$ cat src/rtl/jb_pkg.sv
// rtl/jb_pkg.sv - shared decode constants, enums and D/E register type for jump/branch control
package jb_pkg;

  localparam logic [5:0] OP_RTYPE = 6'b000000;
  localparam logic [5:0] OP_J     = 6'b000010;
  localparam logic [5:0] OP_JAL   = 6'b000011;
  localparam logic [5:0] OP_BEQ   = 6'b000100;
  localparam logic [5:0] OP_BNE   = 6'b000101;
  localparam logic [5:0] OP_BLEZ  = 6'b000110;
  localparam logic [5:0] OP_BGTZ  = 6'b000111;

  localparam logic [5:0] FN_JR    = 6'b001000;
  localparam logic [5:0] FN_JALR  = 6'b001001;

  typedef enum logic [1:0] {
    JUMP_SEQ  = 2'b00,
    JUMP_DIR  = 2'b01,
    JUMP_REG  = 2'b10,
    JUMP_NONE = 2'b11
  } jump_e;

  typedef enum logic [2:0] {
    BOP_NONE = 3'b000,
    BOP_BNE  = 3'b010,
    BOP_BEQ  = 3'b011,
    BOP_BLEZ = 3'b100,
    BOP_BGTZ = 3'b101
  } bop_e;

  typedef struct packed {
    logic  valid;
    jump_e jump;
    bop_e  bop;
    logic  alu_pc4;
    logic  pred;
  } de_reg_t;

  localparam de_reg_t DE_BUBBLE = '{
    valid:   1'b0,
    jump:    JUMP_SEQ,
    bop:     BOP_NONE,
    alu_pc4: 1'b0,
    pred:    1'b0
  };

endpackage

$ cat src/rtl/jb_bht.sv
// rtl/jb_bht.sv - bimodal table of saturating counters, combinational read, registered update
module jb_bht #(
  parameter int IDX_W = 6,
  parameter int CTR_W = 2
) (
  input  logic             i_clk,
  input  logic             i_rst_n,
  input  logic [IDX_W-1:0] i_rd_idx,
  output logic             o_rd_msb,
  input  logic             i_wr_en,
  input  logic [IDX_W-1:0] i_wr_idx,
  input  logic             i_wr_taken
);

  localparam int DEPTH = 1 << IDX_W;
  localparam logic [CTR_W-1:0] CTR_MAX  = '1;
  localparam logic [CTR_W-1:0] CTR_INIT = CTR_MAX >> 1;
  localparam logic [CTR_W-1:0] CTR_ZERO = '0;
  localparam logic [CTR_W-1:0] CTR_ONE  = {{(CTR_W-1){1'b0}}, 1'b1};

  logic [CTR_W-1:0] ctr [DEPTH];
  logic [CTR_W-1:0] wr_cur;

  assign wr_cur   = ctr[i_wr_idx];
  // Read uses the pre-edge array, so a same-cycle update is invisible to the lookup.
  assign o_rd_msb = ctr[i_rd_idx][CTR_W-1];

  always_ff @(posedge i_clk or negedge i_rst_n) begin
    if (!i_rst_n) begin
      for (int i = 0; i < DEPTH; i++) begin
        ctr[i] <= CTR_INIT;
      end
    end else if (i_wr_en) begin
      if (i_wr_taken && (wr_cur != CTR_MAX)) begin
        ctr[i_wr_idx] <= wr_cur + CTR_ONE;
      end else if (!i_wr_taken && (wr_cur != CTR_ZERO)) begin
        ctr[i_wr_idx] <= wr_cur - CTR_ONE;
      end
    end
  end

endmodule

$ cat src/rtl/d_jb_predict.sv
// rtl/d_jb_predict.sv - decode-stage jump/branch control with BHT prediction; JB_STATS_EN adds counters
module d_jb_predict
  import jb_pkg::*;
#(
  parameter int IDX_W  = 6,
  parameter int CTR_W  = 2,
  parameter int STAT_W = 32
) (
  input  logic             i_clk,
  input  logic             i_rst_n,
  input  logic             i_dec_valid,
  input  logic [5:0]       i_dec_instru,
  input  logic [5:0]       i_dec_func,
  input  logic [IDX_W-1:0] i_dec_idx,
  input  logic             i_stall,
  input  logic             i_res_valid,
  input  logic [IDX_W-1:0] i_res_idx,
  input  logic             i_res_taken,
  input  logic             i_res_pred,
  output logic             o_valid,
  output logic [1:0]       o_con_jump,
  output logic [2:0]       o_con_bop,
  output logic             o_con_aluPC4,
  output logic             o_pred_taken,
  output logic             o_flush
`ifdef JB_STATS_EN
  ,
  output logic [STAT_W-1:0] o_stat_branches,
  output logic [STAT_W-1:0] o_stat_mispred
`endif
);

  de_reg_t de_q;
  de_reg_t dec;
  logic    is_cond;
  logic    is_uncond;
  logic    bht_msb;
  logic    mispred;

  jb_bht #(
    .IDX_W (IDX_W),
    .CTR_W (CTR_W)
  ) u_bht (
    .i_clk      (i_clk),
    .i_rst_n    (i_rst_n),
    .i_rd_idx   (i_dec_idx),
    .o_rd_msb   (bht_msb),
    .i_wr_en    (i_res_valid),
    .i_wr_idx   (i_res_idx),
    .i_wr_taken (i_res_taken)
  );

  assign mispred = i_res_valid && (i_res_taken != i_res_pred);

  always_comb begin
    dec         = DE_BUBBLE;
    dec.valid   = 1'b1;
    dec.jump    = JUMP_NONE;
    is_cond     = 1'b0;
    is_uncond   = 1'b0;
    case (i_dec_instru)
      OP_BEQ:  begin dec.jump = JUMP_SEQ; dec.bop = BOP_BEQ;  is_cond = 1'b1; end
      OP_BNE:  begin dec.jump = JUMP_SEQ; dec.bop = BOP_BNE;  is_cond = 1'b1; end
      OP_BLEZ: begin dec.jump = JUMP_SEQ; dec.bop = BOP_BLEZ; is_cond = 1'b1; end
      OP_BGTZ: begin dec.jump = JUMP_SEQ; dec.bop = BOP_BGTZ; is_cond = 1'b1; end
      OP_J:    begin dec.jump = JUMP_DIR; is_uncond = 1'b1; end
      OP_JAL:  begin dec.jump = JUMP_DIR; dec.alu_pc4 = 1'b1; is_uncond = 1'b1; end
      OP_RTYPE: begin
        case (i_dec_func)
          FN_JR:   begin dec.jump = JUMP_REG; is_uncond = 1'b1; end
          FN_JALR: begin dec.jump = JUMP_REG; dec.alu_pc4 = 1'b1; is_uncond = 1'b1; end
          default: dec.jump = JUMP_SEQ;
        endcase
      end
      default: dec.jump = JUMP_NONE;
    endcase
    dec.pred = is_uncond | (is_cond & bht_msb);
  end

  // A mispredict squashes whatever would have entered D/E, even while stalled.
  always_ff @(posedge i_clk or negedge i_rst_n) begin
    if (!i_rst_n) begin
      de_q    <= DE_BUBBLE;
      o_flush <= 1'b0;
    end else begin
      o_flush <= mispred;
      if (mispred) begin
        de_q <= DE_BUBBLE;
      end else if (!i_stall) begin
        de_q <= i_dec_valid ? dec : DE_BUBBLE;
      end
    end
  end

  assign o_valid      = de_q.valid;
  assign o_con_jump   = de_q.jump;
  assign o_con_bop    = de_q.bop;
  assign o_con_aluPC4 = de_q.alu_pc4;
  assign o_pred_taken = de_q.pred;

`ifdef JB_STATS_EN
  always_ff @(posedge i_clk or negedge i_rst_n) begin
    if (!i_rst_n) begin
      o_stat_branches <= '0;
      o_stat_mispred  <= '0;
    end else begin
      if (i_res_valid) o_stat_branches <= o_stat_branches + 1'b1;
      if (mispred)     o_stat_mispred  <= o_stat_mispred + 1'b1;
    end
  end
`endif

endmodule
$ cat config.mk
export PLATFORM = sky130hd
export DESIGN_NAME = d_jb_predict
export DESIGN_NICKNAME = d
export VERILOG_FILES = /design/src/rtl/jb_pkg.sv /design/src/rtl/jb_bht.sv /design/src/rtl/d_jb_predict.sv
export SDC_FILE = /design/constraint.sdc
export NUM_CORES = 1
export LEC_CHECK = 0
export ABC_AREA = 1
export CAP_MARGIN = 5
export CORE_ASPECT_RATIO = 0.9
export CORE_UTILIZATION = 42
export CTS_CLUSTER_DIAMETER = 30
export DETAILED_ROUTE_END_ITERATION = 12
export PLACE_DENSITY = 0.65
export REMOVE_ABC_BUFFERS = 1
export SETUP_SLACK_MARGIN = 0.05
export SYNTH_ARGS = -nofsm -noshare
export SYNTH_HDL_FRONTEND = slang
export SYNTH_SLANG_ARGS = --single-unit
$ cat constraint.sdc
create_clock -name i_clk -period 3.5 [get_ports i_clk]
set_input_delay 0.35 -clock i_clk [delete_from_list [all_inputs] [get_ports i_clk]]
set_output_delay 0.35 -clock i_clk [all_outputs]
set_load 0.05 [all_outputs]
; Yosys cells after proc, flatten, opt, wreduce, memory -nomap -nowiden
; Cells that the tools add are included.
[op_classes]
eq_ne = 11
n_reduce_logical = 12
n_addsub = 2
n_lt_le_gt_ge = 3
bitwise_logic = 4
n_mux = 23
[ops]
columns = operator, count
row1 = 128-bit bitwise mux, 2
row2 = 128-bit two-way mux, 2
row3 = 2-bit binary-select mux with 6-bit select, 2
row4 = 6-bit by 3-bit == test with 1-bit output (second input constant), 4
row5 = 8-bit two-way mux, 3
row6 = 7-bit greater-or-equal comparator (second input constant), 2
row7 = 6-bit inverter with 7-bit output, 2
row8 = 2-bit demux with 6-bit select, 1
row9 = 6-bit by 2-bit == test with 1-bit output (second input constant), 2
row10 = 6-bit by 4-bit == test with 1-bit output (second input constant), 2
row11 = 2-bit two-way mux, 6
row12 = 3-bit one-hot mux with 4 select lines, 1
row13 = 7-bit by 1-bit less-than comparator with 1-bit output (second input constant), 1
row14 = 6-bit logical NOT, 1
row15 = 2-bit one-hot mux with 3 select lines, 1
row16 = 1-bit logical AND, 4
row17 = 1-bit one-hot mux with 2 select lines, 2
row18 = 2-bit nonzero test, 2
row19 = 2-bit OR reduction, 2
row20 = 4-bit OR reduction, 1
row21 = 1-bit two-way mux, 3
row22 = 2-bit by 1-bit adder with 2-bit output (second input constant), 1
row23 = 2-bit by 1-bit != test with 1-bit output (second input constant), 1
row24 = 2-bit != test (second input constant), 1
row25 = other kinds (6), 6
[word_totals]
regBits = 137
word_cells = 125
out_inout_bits = 9
inputBits = 31

; Logic depth before layout (Yosys ltp)
; Gate-level depths: netlist of the first run.
[depth]
ltp_word = 9
ltp_mapped = 25
mapped_depth_nobuf = 22

; Hierarchy
; A second synthesis of the first run with hierarchy kept.
[hier_totals]
hier_cells = 1209
hier_area_um2 = 8057.7
[by_module_without_submodules]
columns = module, cells_per_inst, area_each_um2, instances
row1 = jb_bht, 1128, 7509.7, 1
row2 = d_jb_predict, 81, 548.0, 1

; Worst setup path before layout of the first run
; Ideal clock, no wire load.
[synth_path]
path_type = input-to-reg
startpoint = input port i_res_idx[0]
endpoint = register u_bht.ctr[121] in the netlist's numbering
cell_stages = 23
path_buffers = 3
arrival_time_ps = 2651
setup_ps = 146
slack_ps = 703
path_cell_list = buf_4 -> buf_2 -> buf_1 -> nand2_1 -> a21oi_1 -> or2_1 -> nand2_1 -> nand2_1 -> nand2_1 -> nand2_1 -> nor2_1 -> inv_1 -> nor2_1 -> ha_1 -> or2_2 -> a21oi_1 -> inv_1 -> nor2_1 -> inv_1 -> nor2_1 -> inv_1 -> nand2_1 -> o21ai_0
[synth_between]
elab_chain_len = 8
[synth_lines]
columns = item, line
row1 = start: declaration, d_jb_predict.sv:17  ; input logic [IDX_W-1:0] i_res_idx,
row2 = 6-bit inverter with 7-bit output (implied by the code) *, "jb_bht.sv:24, jb_bht.sv:35, jb_bht.sv:37"
row3 = "2-bit binary-select mux with 6-bit select, or another cell as far along", jb_bht.sv:24  ; assign wr_cur = ctr[i_wr_idx];
row4 = 2-bit two-way mux (implied by the code) / 1-bit logical AND (equally long branches), "jb_bht.sv:24, jb_bht.sv:35, jb_bht.sv:37"
row5 = 2-bit two-way mux (on tied branches), "jb_bht.sv:24, jb_bht.sv:35, jb_bht.sv:37"
row6 = "2-bit by 1-bit subtractor with 2-bit output, or another cell as far along", jb_bht.sv:37  ; ctr[i_wr_idx] <= wr_cur - CTR_ONE;
row7 = "128-bit bitwise mux, or another cell as far along", jb_bht.sv:37
row8 = 128-bit two-way mux / 2-bit nonzero test (equally long branches), n/a
row9 = 128-bit two-way mux / 2-bit AND reduction (equally long branches), n/a
row10 = end signal: indexed assignment, jb_bht.sv:35  ; ctr[i_wr_idx] <= wr_cur + CTR_ONE;
row11 = end signal: indexed assignment, jb_bht.sv:37
row12 = end: declaration, jb_bht.sv:21  ; logic [CTR_W-1:0] ctr [DEPTH];
; Mark *: on every way between the ends. The rest lies on a longest branch, timed or not. The select of a mux whose other input is x is not followed.
; A chain may end at the register's enable or synchronous reset.

; Final worst setup path of the first run
[layout_path]
startpoint = input port i_res_idx[0]
endpoint = register u_bht.ctr[59] in the netlist's numbering
; Same word-level chain as after synthesis.

==> results of run 1 <==
[layer usage]
layer	global-route usage [%]	vias to the layer above	wire (um)
met5	0	-	0
li1	-	3771	-
met1	38.3	3614	11500
met4	7.58	0	422
met2	41.1	344	11000
met3	6.04	42	2200
[cell usage in the layout, fill, tap and decap left out, types with 5 or more instances in the layout]
| cell type | n |
|---|---|
| inv_2 | 15 |
| clkbuf_16 | 17 |
| buf_4 | 59 |
| a21oi_1 | 26 |
| nand2_1 | 486 |
| clkinv_2 | 5 |
| nand3_1 | 134 |
| clkdlybuf4s50_1 | 37 |
| o21ai_0 | 76 |
| nor2_1 | 80 |
| nor3_1 | 9 |
| dfrtp_1 | 73 |
| nor2_2 | 8 |
| inv_1 | 100 |
| dfstp_2 | 64 |
[repair_timing]
action,in CTS,in global routing
hold buffers,1,0
resized for setup,0,23
setup endpoints to repair,0,126
setup buffers,0,1
endpoints found under the hold margin,33,0
[worst register-to-register path, cell delays in order (launching register included)]
cell     delay, ns
dfstp_2       0.56
nand2_1       0.06
a21oi_1       0.23
o21ai_0       0.14
nand2_1       0.07
nand2_1       0.04
nand2_1       0.15
nor2_4        0.04
nand2_1       0.08
inv_1         0.05
ha_1          0.17
or2_2         0.26
a21oi_1       0.16
inv_2         0.10
nor2_1        0.12
inv_2         0.10
buf_4         0.15
nor2_1        0.13
inv_1         0.10
nand2_1       0.06
o21ai_0       0.07
[cells in the mapped netlist, drive strengths merged]
| cell type | n | area share (%) |
|---|---|---|
| nand3 | 138 | 9.0 |
| a21oi | 26 | 1.7 |
| clkbuf | 16 | 0.77 |
| a31oi | 2 | 0.16 |
| a32oi | 1 | 0.11 |
| nor3 | 9 | 0.57 |
| nand4 | 4 | 0.32 |
| dfstp | 64 | 21 |
| o21ai | 80 | 5.1 |
| xor2 | 1 | 0.11 |
| clkinv | 1 | 0.048 |
| nand2 | 486 | 23 |
| nand3b | 2 | 0.19 |
| xnor2 | 1 | 0.11 |
| nor2 | 90 | 4.3 |
| dfrtp | 73 | 23 |
| nor4 | 1 | 0.080 |
| or2 | 5 | 0.40 |
| o22ai | 1 | 0.080 |
| inv | 117 | 5.6 |
| ha | 2 | 0.32 |
| a22oi | 2 | 0.19 |
| buf | 28 | 2.9 |
[logic make-up after synthesis]
group | after synthesis | share of synthesized area (%)
buf+inv | 162 | 9.27
simple gates | 735 | 38.1
xor+xnor | 2 | 0.223
fa+ha+maj | 2 | 0.319
compound gates | 112 | 7.31
flops | 137 | 44.7
[metrics by stage]
step                      cell area (um2)  setup slack (ns)
final                                9450             0.231
after global routing                 9450           -0.0172
after CTS                            9400            0.0699
after detailed placement             8800            -0.361
after global placement               8800            -0.382
after floorplan                      7560             -2.51
[area by class of cell]
cell class | instances | share of cell area, %
Multi-Input combinational cell | 851 | 38.7
Clock inverter | 14 | 1.55
Sequential cell | 137 | 37.1
Timing Repair Buffer | 104 | 9.93
Inverter | 118 | 4.77
Timing Repair inverter | 1 | 0.0530
Tap cell | 245 | 3.24
Clock buffer | 18 | 4.65
[path summary, 6_finish.rpt]
check | end | slack (ns) | depth (start not counted)
setup / recovery | u_bht.ctr[59]$_DFFE_PN0P_ | 0.23 | 25
setup reg to reg | u_bht.ctr[59]$_DFFE_PN0P_ | 0.53 | 20
hold reg to reg | flip-flop | 0.47 | 2
min in group i_clk | flip-flop | 0.47 | 2
max in group asynchronous | async pin | 2.22 | 3
hold / removal | u_bht.ctr[1]$_DFFE_PN0P_ | 0.47 | 2
[power by group]
| part | internal [W] | total [W] | switching [W] |
|---|---|---|---|
| Clock | 0.00107 | 0.00181 | 0.000742 |
| Sequential | 0.00185 | 0.00201 | 0.000159 |
| Combinational | 0.000278 | 0.000790 | 0.000512 |
| Total | 0.00320 | 0.00461 | 0.00141 |
==> impl_metrics.toml, run 1 <==
[critical_path]
critPathRequiredTime_ns = 3.81
critPathSlowestCell = "clkdlybuf4s50_1"
crit_start = "i_res_idx[0]"
endpoint_kind = "flip-flop"
max_stage_delay_ns = 0.39
cp_top_family = "buffers and inverters"
crit_path_max_fanout = 8
startpoint_type = "primary input"
worst_path_most_repeated_cell = "nand2_1"
cp.buffers_inverters = 10
path_class = "primary input to flip-flop"
cp.arrival_ns = 3.58

[die]
ios = 40
fp.dieW_um = 146
die_h_um = 132
dieArea_um2 = 19200
start_util_pct = 42.7
fp.coreArea_um2 = 18300
num_rows = 47

[finish]
fillCellCount = 1814
multi_input_area_um2 = 3650
area_growth_pct = 20.5
final_cells = 1488
nNetsFinal = 1263
n_antenna_cell = 0
drive_above_1_share_pct = 15.8
seqCellArea_um2 = 3510
utilization_pct = 51.5

[sta]
rsz0062_at_grt = "true"
max_freq_mhz = 306
final-hold-violation-count = 0
setup_violations = 0
slew_viol_final = 0
period_minus_slack_ns = 3.27
period_share_pct = 93.4
finalClockSkew_ns = 0.00800
tns_ns = 0
timing.hold.ws_ns = 0.465
worst_pin_slew_ns = 0.853
max_slew_margin_pct = 43.1

[hold_path]
hold_class = "primary input to async pin"

[placed_design]
dp.cells = 1453
port_buffers = 39
place_hpwl_mm = 17.0
gp_congestion = 0.987

[drt]
drtIter0Drc = 807
routedWlPerCell_um = 16.9
wl_mm = 25.1
vias_per_cell = 5.22
ant_nets = 0
drc = 0
drt_first_pass_iters = 6
via_count = 7771

[pwr]
ir_drop_mv = 0.405
p_leak_nw = 4.38
pwr_density_cell_nw_per_um2 = 488
power_w = 0.00461

[clocking]
cts.sinks = 137
cts_tree = "yes"
clock_latency_ns = 0.43
cts_htree_levels = 4
cts_buffers = 17
cts-root-buf = "clkbuf_16"
cts_buffer_depth = 2
clk_pin_slew_ns = 0.06

[synth]
synth.avg_cell_area_um2 = 6.82
ys_seq_area_share_pct = 44.7
yosys_warnings = 0
netlist_instances = 1150
ys_seq_elements = 137
synth_area_um2 = 7840
synth_cell_types = 30

[grt]
grt_usage_pct = 26.9
antenna_found_initial = 0
grt_pass1_wl_mm = 39.7
grt-ovfl-total = 0
grt_pass1_vias = 7149
grt_max_degree = 65

[job]
maxCapViolations = 0

[run_status]
outcome = "completed"
No activity file was read; power rests on OpenSTA's default activity.
==> inputs of run 2 (changes only) <==
--- a/config.mk
+++ b/config.mk
@@ -10,6 +10,7 @@
 export CORE_ASPECT_RATIO = 0.9
 export CORE_UTILIZATION = 42
 export CTS_CLUSTER_DIAMETER = 30
+export CTS_CLUSTER_SIZE = 40
 export DETAILED_ROUTE_END_ITERATION = 12
 export PLACE_DENSITY = 0.65
 export REMOVE_ABC_BUFFERS = 1
==> results of run 2 <==
Final layout, timing and power as in run 1 (identical DEF).
